## src/rtl/smooth_sched.sv

```systemverilog
// smooth_sched: three-axis moving-average smoother with a sample scheduler.
//
// A sample request (divider tick or manual trig) captures in_x/in_y/in_z into
// three 16-entry history rings. The block then averages the N most recent
// entries of each axis (N = 1, 2, 4 or 16, chosen by SW at capture time) through
// one shared 20-bit adder, one addition per cycle, in the axis order X, Y, Z.
//
// Ports:
//   clk        system clock, all state updates on its rising edge
//   reset      synchronous, active-low reset
//   in_x/y/z   16-bit two's-complement axis samples
//   SW         window select: 00->N=1, 01->N=2, 10->N=4, 11->N=16
//   trig       manual sample request (one extra request per cycle held high)
//   out_x/y/z  registered smoothed values, each updated when its axis completes
//   out_valid  one-cycle pulse while a complete new result set is on the outputs
//   busy       high whenever the scheduler is not idle
//   overrun    sticky flag, set when a request arrives while busy
module smooth_sched #(
  parameter int TICK_DIV = 500000
) (
  input  logic        clk,
  input  logic        reset,
  input  logic [15:0] in_x,
  input  logic [15:0] in_y,
  input  logic [15:0] in_z,
  input  logic [1:0]  SW,
  input  logic        trig,
  output logic [15:0] out_x,
  output logic [15:0] out_y,
  output logic [15:0] out_z,
  output logic        out_valid,
  output logic        busy,
  output logic        overrun
);

  localparam int DIV_W = $clog2(TICK_DIV);
  localparam logic [DIV_W-1:0] DIV_LAST = DIV_W'(TICK_DIV - 1);

  typedef enum logic [1:0] {IDLE, CAPTURE, ACCUM, DONE} state_t;

  state_t           state_reg;
  logic [DIV_W-1:0] div_reg;
  logic [3:0]       wp_reg;
  logic [1:0]       win_sel_reg;
  logic [1:0]       axis_reg;
  logic [3:0]       k_reg;
  logic [19:0]      acc_reg;
  logic [15:0]      out_x_reg, out_y_reg, out_z_reg;
  logic             out_valid_reg, busy_reg, overrun_reg;

  logic        tick, req, wr_en, last_k;
  logic [3:0]  last_k_val, k_next, rd_addr;
  logic [2:0]  shamt;
  logic [15:0] rd_sel, res;
  logic [19:0] sum;
  logic [15:0] axis_rd [3];

  assign tick  = (div_reg == DIV_LAST);
  assign req   = tick | trig;
  assign wr_en = (state_reg == IDLE) && req;

  // Window decode: index of the last addition and the matching divide shift.
  always_comb begin
    last_k_val = 4'd0;
    shamt      = 3'd0;
    unique case (win_sel_reg)
      2'b00:   begin last_k_val = 4'd0;  shamt = 3'd0; end
      2'b01:   begin last_k_val = 4'd1;  shamt = 3'd1; end
      2'b10:   begin last_k_val = 4'd3;  shamt = 3'd2; end
      default: begin last_k_val = 4'd15; shamt = 3'd4; end
    endcase
  end

  assign last_k = (k_reg == last_k_val);

  // The rings have a one-cycle read latency, so the address for the next
  // addition is issued one cycle ahead: CAPTURE fetches k=0 of X, and each
  // ACCUM cycle fetches the entry used in the following cycle. After an
  // axis's last addition the next fetch is k=0 again (for the next axis).
  always_comb begin
    k_next = 4'd0;
    if (state_reg == ACCUM && !last_k)
      k_next = k_reg + 4'd1;
    rd_addr = wp_reg - 4'd1 - k_next;
  end

  always_comb begin
    rd_sel = 16'd0;
    unique case (axis_reg)
      2'd0:    rd_sel = axis_rd[0];
      2'd1:    rd_sel = axis_rd[1];
      default: rd_sel = axis_rd[2];
    endcase
  end

  // Shared adder; the first addition of an axis starts from zero instead of
  // the stale accumulator, which is how the per-axis clear is folded in.
  assign sum = (k_reg == 4'd0 ? 20'd0 : acc_reg) + {{4{rd_sel[15]}}, rd_sel};
  assign res = 16'($signed(sum) >>> shamt);

  // Per-axis history ring with registered read.
  genvar gi;
  generate
    for (gi = 0; gi < 3; gi++) begin : g_axis
      logic [15:0] mem [16];
      logic [15:0] din;
      logic [15:0] rd_q;

      assign din = (gi == 0) ? in_x : (gi == 1) ? in_y : in_z;

      always_ff @(posedge clk) begin
        if (!reset) begin
          for (int i = 0; i < 16; i++)
            mem[i] <= 16'd0;
          rd_q <= 16'd0;
        end else begin
          if (wr_en)
            mem[wp_reg] <= din;
          rd_q <= mem[rd_addr];
        end
      end

      assign axis_rd[gi] = rd_q;
    end
  endgenerate

  always_ff @(posedge clk) begin
    if (!reset) begin
      state_reg     <= IDLE;
      div_reg       <= '0;
      wp_reg        <= 4'd0;
      win_sel_reg   <= 2'd0;
      axis_reg      <= 2'd0;
      k_reg         <= 4'd0;
      acc_reg       <= 20'd0;
      out_x_reg     <= 16'd0;
      out_y_reg     <= 16'd0;
      out_z_reg     <= 16'd0;
      out_valid_reg <= 1'b0;
      busy_reg      <= 1'b0;
      overrun_reg   <= 1'b0;
    end else begin
      div_reg       <= tick ? '0 : div_reg + 1'b1;
      out_valid_reg <= 1'b0;
      if (req && state_reg != IDLE)
        overrun_reg <= 1'b1;

      case (state_reg)
        IDLE: begin
          if (req) begin
            wp_reg      <= wp_reg + 4'd1;
            win_sel_reg <= SW;
            busy_reg    <= 1'b1;
            state_reg   <= CAPTURE;
          end
        end
        CAPTURE: begin
          axis_reg  <= 2'd0;
          k_reg     <= 4'd0;
          state_reg <= ACCUM;
        end
        ACCUM: begin
          acc_reg <= sum;
          if (last_k) begin
            k_reg <= 4'd0;
            case (axis_reg)
              2'd0:    out_x_reg <= res;
              2'd1:    out_y_reg <= res;
              default: out_z_reg <= res;
            endcase
            if (axis_reg == 2'd2) begin
              out_valid_reg <= 1'b1;
              state_reg     <= DONE;
            end else begin
              axis_reg <= axis_reg + 2'd1;
            end
          end else begin
            k_reg <= k_reg + 4'd1;
          end
        end
        DONE: begin
          busy_reg  <= 1'b0;
          state_reg <= IDLE;
        end
        default: state_reg <= IDLE;
      endcase
    end
  end

  assign out_x     = out_x_reg;
  assign out_y     = out_y_reg;
  assign out_z     = out_z_reg;
  assign out_valid = out_valid_reg;
  assign busy      = busy_reg;
  assign overrun   = overrun_reg;

endmodule

```

## config.mk

```make
export PLATFORM = sky130hd
export DESIGN_NAME = smooth_sched
export DESIGN_NICKNAME = d
export VERILOG_FILES = /design/src/rtl/smooth_sched.sv
export SDC_FILE = /design/constraint.sdc
export NUM_CORES = 1
export LEC_CHECK = 0
export CAP_MARGIN = 20
export CORE_MARGIN = 2
export CORE_UTILIZATION = 35
export CTS_BUF_LIST = sky130_fd_sc_hd__clkbuf_4
export DETAILED_ROUTE_END_ITERATION = 10
export PLACE_DENSITY = 0.59
export SLEW_MARGIN = 40
export SYNTH_ARGS = -nofsm -noshare
export SYNTH_HDL_FRONTEND = slang
export SYNTH_SLANG_ARGS = --single-unit
```

## constraint.sdc

```tcl
create_clock -name clk -period 5.43 [get_ports clk]
set_input_delay 1.086 -clock clk [delete_from_list [all_inputs] [get_ports clk]]
set_output_delay 1.086 -clock clk [all_outputs]
set_load 0.01 [all_outputs]
```

# Word level (Yosys, flattened, before mapping)
# Memories as Yosys holds them, arrays and structs flattened. A register that Yosys moved wholly into a read port is not among the register bits.
# Index checks and enable logic that the tools add are counted.
[word_totals] register_bits=104 mem_bits_rw=768 in_bits=53 out_inout_bits=51 elab_cells=97 memories=3
[classes] addsub=7 n_eq_ne=13 shifts=1 mux=30 n_bitwise=3 n_reduce_logical=27
[memory_table] memory="g_axis[0].mem" words=16 word_bits=16 rd=1 rd_clocked_by_memory_dff=1 write_ports=16 line="105" text="logic [15:0] mem [16];"
[memory_table] memory="g_axis[1].mem" words=16 word_bits=16 rd=1 rd_clocked_by_memory_dff=1 write_ports=16 line="105"
[memory_table] memory="g_axis[2].mem" words=16 word_bits=16 rd=1 rd_clocked_by_memory_dff=1 write_ports=16 line="105"
[ops] cell="$mux 16" n=3
[ops] cell="$reduce_or 16->1" n=3
[ops] cell="$pmux 16 s2" n=1
[ops] cell="$add 20x20->20" n=1
[ops] cell="$mux 20" n=1
[ops] cell="$mux 4" n=5
[ops] cell="$sshr 20x3->16" n=1
[ops] cell="$add 19x1->19 const B" n=1
[ops] cell="$eq 19x19->1 const B" n=1
[ops] cell="$reduce_and 3->1" n=6
[ops] cell="$pmux 4 s3" n=1
[ops] cell="$mux 2" n=5
[ops] cell="$mux 1" n=9
[ops] cell="$pmux 3 s3" n=1
[ops] cell="$add 4x1->4 const B" n=2
[ops] cell="$eq 2x2->1 const B" n=4
[ops] cell="$pmux 2 s4" n=1
[ops] cell="$pmux 4 s2" n=1
[ops] cell="$eq 2x1->1 const B" n=3
[ops] cell="$logic_not 2->1" n=3
[ops] cell="$ne 2x2->1 const B" n=3
[ops] cell="$reduce_bool 2->1" n=3
[ops] cell="$eq 4x4->1" n=1
[ops] cell="$logic_not 1->1" n=4
[ops] cell="12 further kinds" n=17

# Logic depth before layout (Yosys ltp)
[depth] depth_word=8 ltp_mapped=17 mapped_depth_nobuf=14

# Worst setup path before layout
# No wires, ideal clock.
[synth_path] path_type="input -> register" startpoint="in trig" endpoint="mem g_axis[0].mem[4][0] (enable)" setup_ps=520 t_arrival_ps=5062 required_time_ps=4910 slack_ps=-152 stages=5 path_buffers=1 path_cell_list="a31oi_1 nor2b_1 buf_4 nand3_2 o21ai_0"
[synth_lines] item="from (decl)" line="27" text="input logic trig,"
[synth_lines] item="to (decl)" line="105"

# Final worst setup path
[layout_path] startpoint="reg k_reg[2]" endpoint="reg g_axis[1].rd_q[7], read port of g_axis[1].mem"
[layout_via] elab_chain_len=5 elab_cells_between_ends=6 cone_classes="2 x add/sub; 1 x eq/ne; 1 x mux; 2 x reduce/logical"
[layout_lines] item="from (decl)" line="46" text="logic [3:0] k_reg;"
[layout_lines] item="from (signal assigned)" line="178" text="k_reg <= k_reg + 4'd1;"
[layout_lines] item="branches (longest 3 deep; another with $add 4x1->4)"
[layout_lines] item="$mux 4 *" line="82" text="if (state_reg == ACCUM && !last_k)"
[layout_lines] item="$sub 4x4->4 *" line="84" text="rd_addr = wp_reg - 4'd1 - k_next;"
[layout_lines] item="to (decl)" line="107" text="logic [15:0] rd_q;"
# Mark *: on every way between the ends.
# A chain may end at the register's enable or synchronous reset.

==> reports/qor.txt <==
Peak VDD IR -> 0.3910 mV
Final Worst Setup Slack -> 0.8548 ns
Placed Area -> 45650 um^2
mapped cell area -> 42360 um^2
r2r worst-path depth -> 15
slowest cell delay on critical path -> 0.61 ns
CP Depth -> 15
Req. time, crit path -> 6.41 ns
max reg flops -> 768
Final Max Slew Viols -> 0
wire length of the first global-routing pass -> 177.3 mm
H-Tree Level Count -> 4
CP arrival -> 5.56 ns
synthesis-stage register bit count -> 920
final hold violation count -> 0
share of cells above drive strength 1 -> 0.2009
Worst R2R Start -> k_reg[2]
Slew @ Worst Pin -> 0.8779 ns
CTS tree -> yes
Area growth syn-to-layout -> 15.40%
reg2reg setup slack -> 0.85 ns
GRT Total Usage -> 0.1905
Critical Path Start -> k_reg[2]
cell taking the most area after synthesis -> edfxtp_1
CP endpoint -> g_axis[1].rd_q[7]
Hold Crit Depth -> 2
initial antenna violation count -> 9
core box area -> 120000 um^2
max-cap violations -> 0
Hold Path Origin -> out_z[5]
vias per cell -> 5.122
WL final -> 118.6 mm
run status -> complete, no violations
worst path bufs/invs -> 2
clock latency at the later pin of the worst-skew pair -> 1.17 ns
grt total ovfl -> 0
worst reg2reg endpoint -> g_axis[1].rd_q[7]
Final Cell Area -> 48880 um^2
routed vias -> 26463
critical path class -> reg -> reg
register area -> 26110 um^2
WL/cell -> 22.96 um
Port-buffer cells -> 103
period utilisation layout -> 0.8426
# resized after CTS -> 0
Iter 0 DRT Violations -> 2281
DIE AREA -> 123800 um^2
Syn Nets -> 3283
number of distinct library cells after synthesis -> 81
hold_buf cts -> 0
sequential element share of the synthesized area -> 0.6162
Post-synth top cells -> and2_1 (820), edfxtp_1 (768), nand2_1 (206)
CP cell instances -> nor3_1, o2111ai_1, nand2_1, nor2_1, nand2_1, ha_1, a21o_1, a21oi_1, xnor2_1, xnor2_4, buf_12, buf_12, mux4_2, and2_1, a211o_1
first drt pass iteration count -> 6
final setup vio count -> 0
Cells after Synth -> 3191
post-placement setup slack -> 0.9345 ns
Ys Warns -> 0
multi-input logic area -> 15460 um^2
Fill cells -> 11160
clk_skew -> 0.09650 ns
ys async rst share -> 0
Worst Setup End Kind -> register
layout net count -> 3446
CTS root buffer -> clkbuf_4
width of the chip -> 351.9 um
Min Hold Slack -> 0.4537 ns
I/O Pins -> 104
clk sinks -> 920
Max stage delay cell, worst path -> xnor2_4
hold crit path type -> reg -> reg
slew margin rel. -> 0.4147
die height -> 351.9 um
largest net degree at the start of global routing -> 66
Num CTS Buffers -> 236
postcts setup bufs -> 0
Avg Cell Area, Syn -> 13.28 um^2
GPL Wtd Cong -> 0.8327
Lkg Pwr -> 18.59 nW
most common cell in the netlist -> and2_1
final antenna-violating net count -> 0
total design power -> 0.02040 W
Initial Util -> 0.3531
maximum clock rate -> 218.6 MHz
Setup crit start kind -> register
post-DP HPWL -> 68.29 mm
leading post-synthesis cells by cell area -> edfxtp_1 (54%), and2_1 (12%), mux4_2 (8.0%)
Reg clk slew, reported paths -> 0.07 ns
Final Critical Period -> 4.575 ns
vias in the first global route -> 26671
Residual DRC -> 0
Top FF cell, synth -> edfxtp_1
Critical Path Fanout Max -> 30
top cell family by delay on the critical path -> simple AND/OR/NAND/NOR gates
CTS max path bufs -> 3
Post-synth EDFFs -> 768
FP Rows -> 127
power density cells -> 417.3 nW/um^2
share of Yosys cell area claimed by the top area cell type -> 0.5444
RSZ-0062 raised after global routing -> false
## per-stage QoR
| stage | instances | util | TNS [ns] |
|---|---|---|---|
| global placement | 4726 | 0.3802 | 0 |
| global route | 5166 | 0.4074 | 0 |
| finish | 5167 | 0.4075 | 0 |
| floorplan | 3191 | - | -51.80 |
| detailed placement | 4727 | 0.3805 | 0 |
| CTS | 5160 | 0.4073 | 0 |
## logic make-up after synthesis
family	synth area share
adders and majority gates	0.01187
DFF	0.6162
buffers and inverters	0.02723
and+or+nand+nor	0.1738
AOI/OAI and AO/OA	0.04909
muxes	0.1124
xor gates and xnor gates	0.009274
## cell type report
| type | count | share of cell area |
|---|---|---|
| sequential | 920 | 0.5340 |
| tap | 1612 | 0.04126 |
| clock inverter | 41 | 0.005477 |
| inverter | 20 | 0.001561 |
| clock buffer | 392 | 0.06020 |
| multi-input combinational | 1990 | 0.3163 |
| antenna | 6 | 0.0003071 |
| timing repair buffer | 186 | 0.04085 |
## metal layers
layer / track usage / vias to the layer above / part of all wire
met5: 0 / - / 0.00011
met4: 0.05785 / 2 / 0.019
met3: 0.03969 / 172 / 0.068
met2: 0.3026 / 924 / 0.47
met1: 0.2620 / 13390 / 0.44
li1: - / 11975 / -
## where the power goes
part           switching (W)  internal [W]
Clock                0.00297       0.00330
Combinational        0.00337       0.00241
Sequential          0.000224       0.00813
## cells in the final DEF, fill, tap and decap left out, types with 97 or more instances in the layout
cell / count
clkdlybuf4s50_1: 102
a21oi_1: 97
mux2i_1: 135
clkbuf_4: 393
mux4_2: 151
and2_1: 820
nand2_1: 206
edfxtp_1: 768
dfxtp_1: 152
nor2_1: 118
## worst min path at each step
| stage | to | slack [ns] |
|---|---|---|
| 5_1_grt | out_y[5] | 0.48 |
| 3_5_place_dp | out_z[5] | 0.45 |
| 2_1_floorplan | div_reg[0] | 0.44 |
| 3_3_place_gp | out_z[4] | 0.44 |
| 6_report | out_z[5] | 0.45 |
| 4_1_cts | out_z[5] | 0.46 |
## tightest hold or removal path: stages, from the launching register on
cell and delay [ns]:
dfxtp_1 0.31, nand2_1 0.05, a21oi_1 0.05
(Power assumes the default switching activity.)
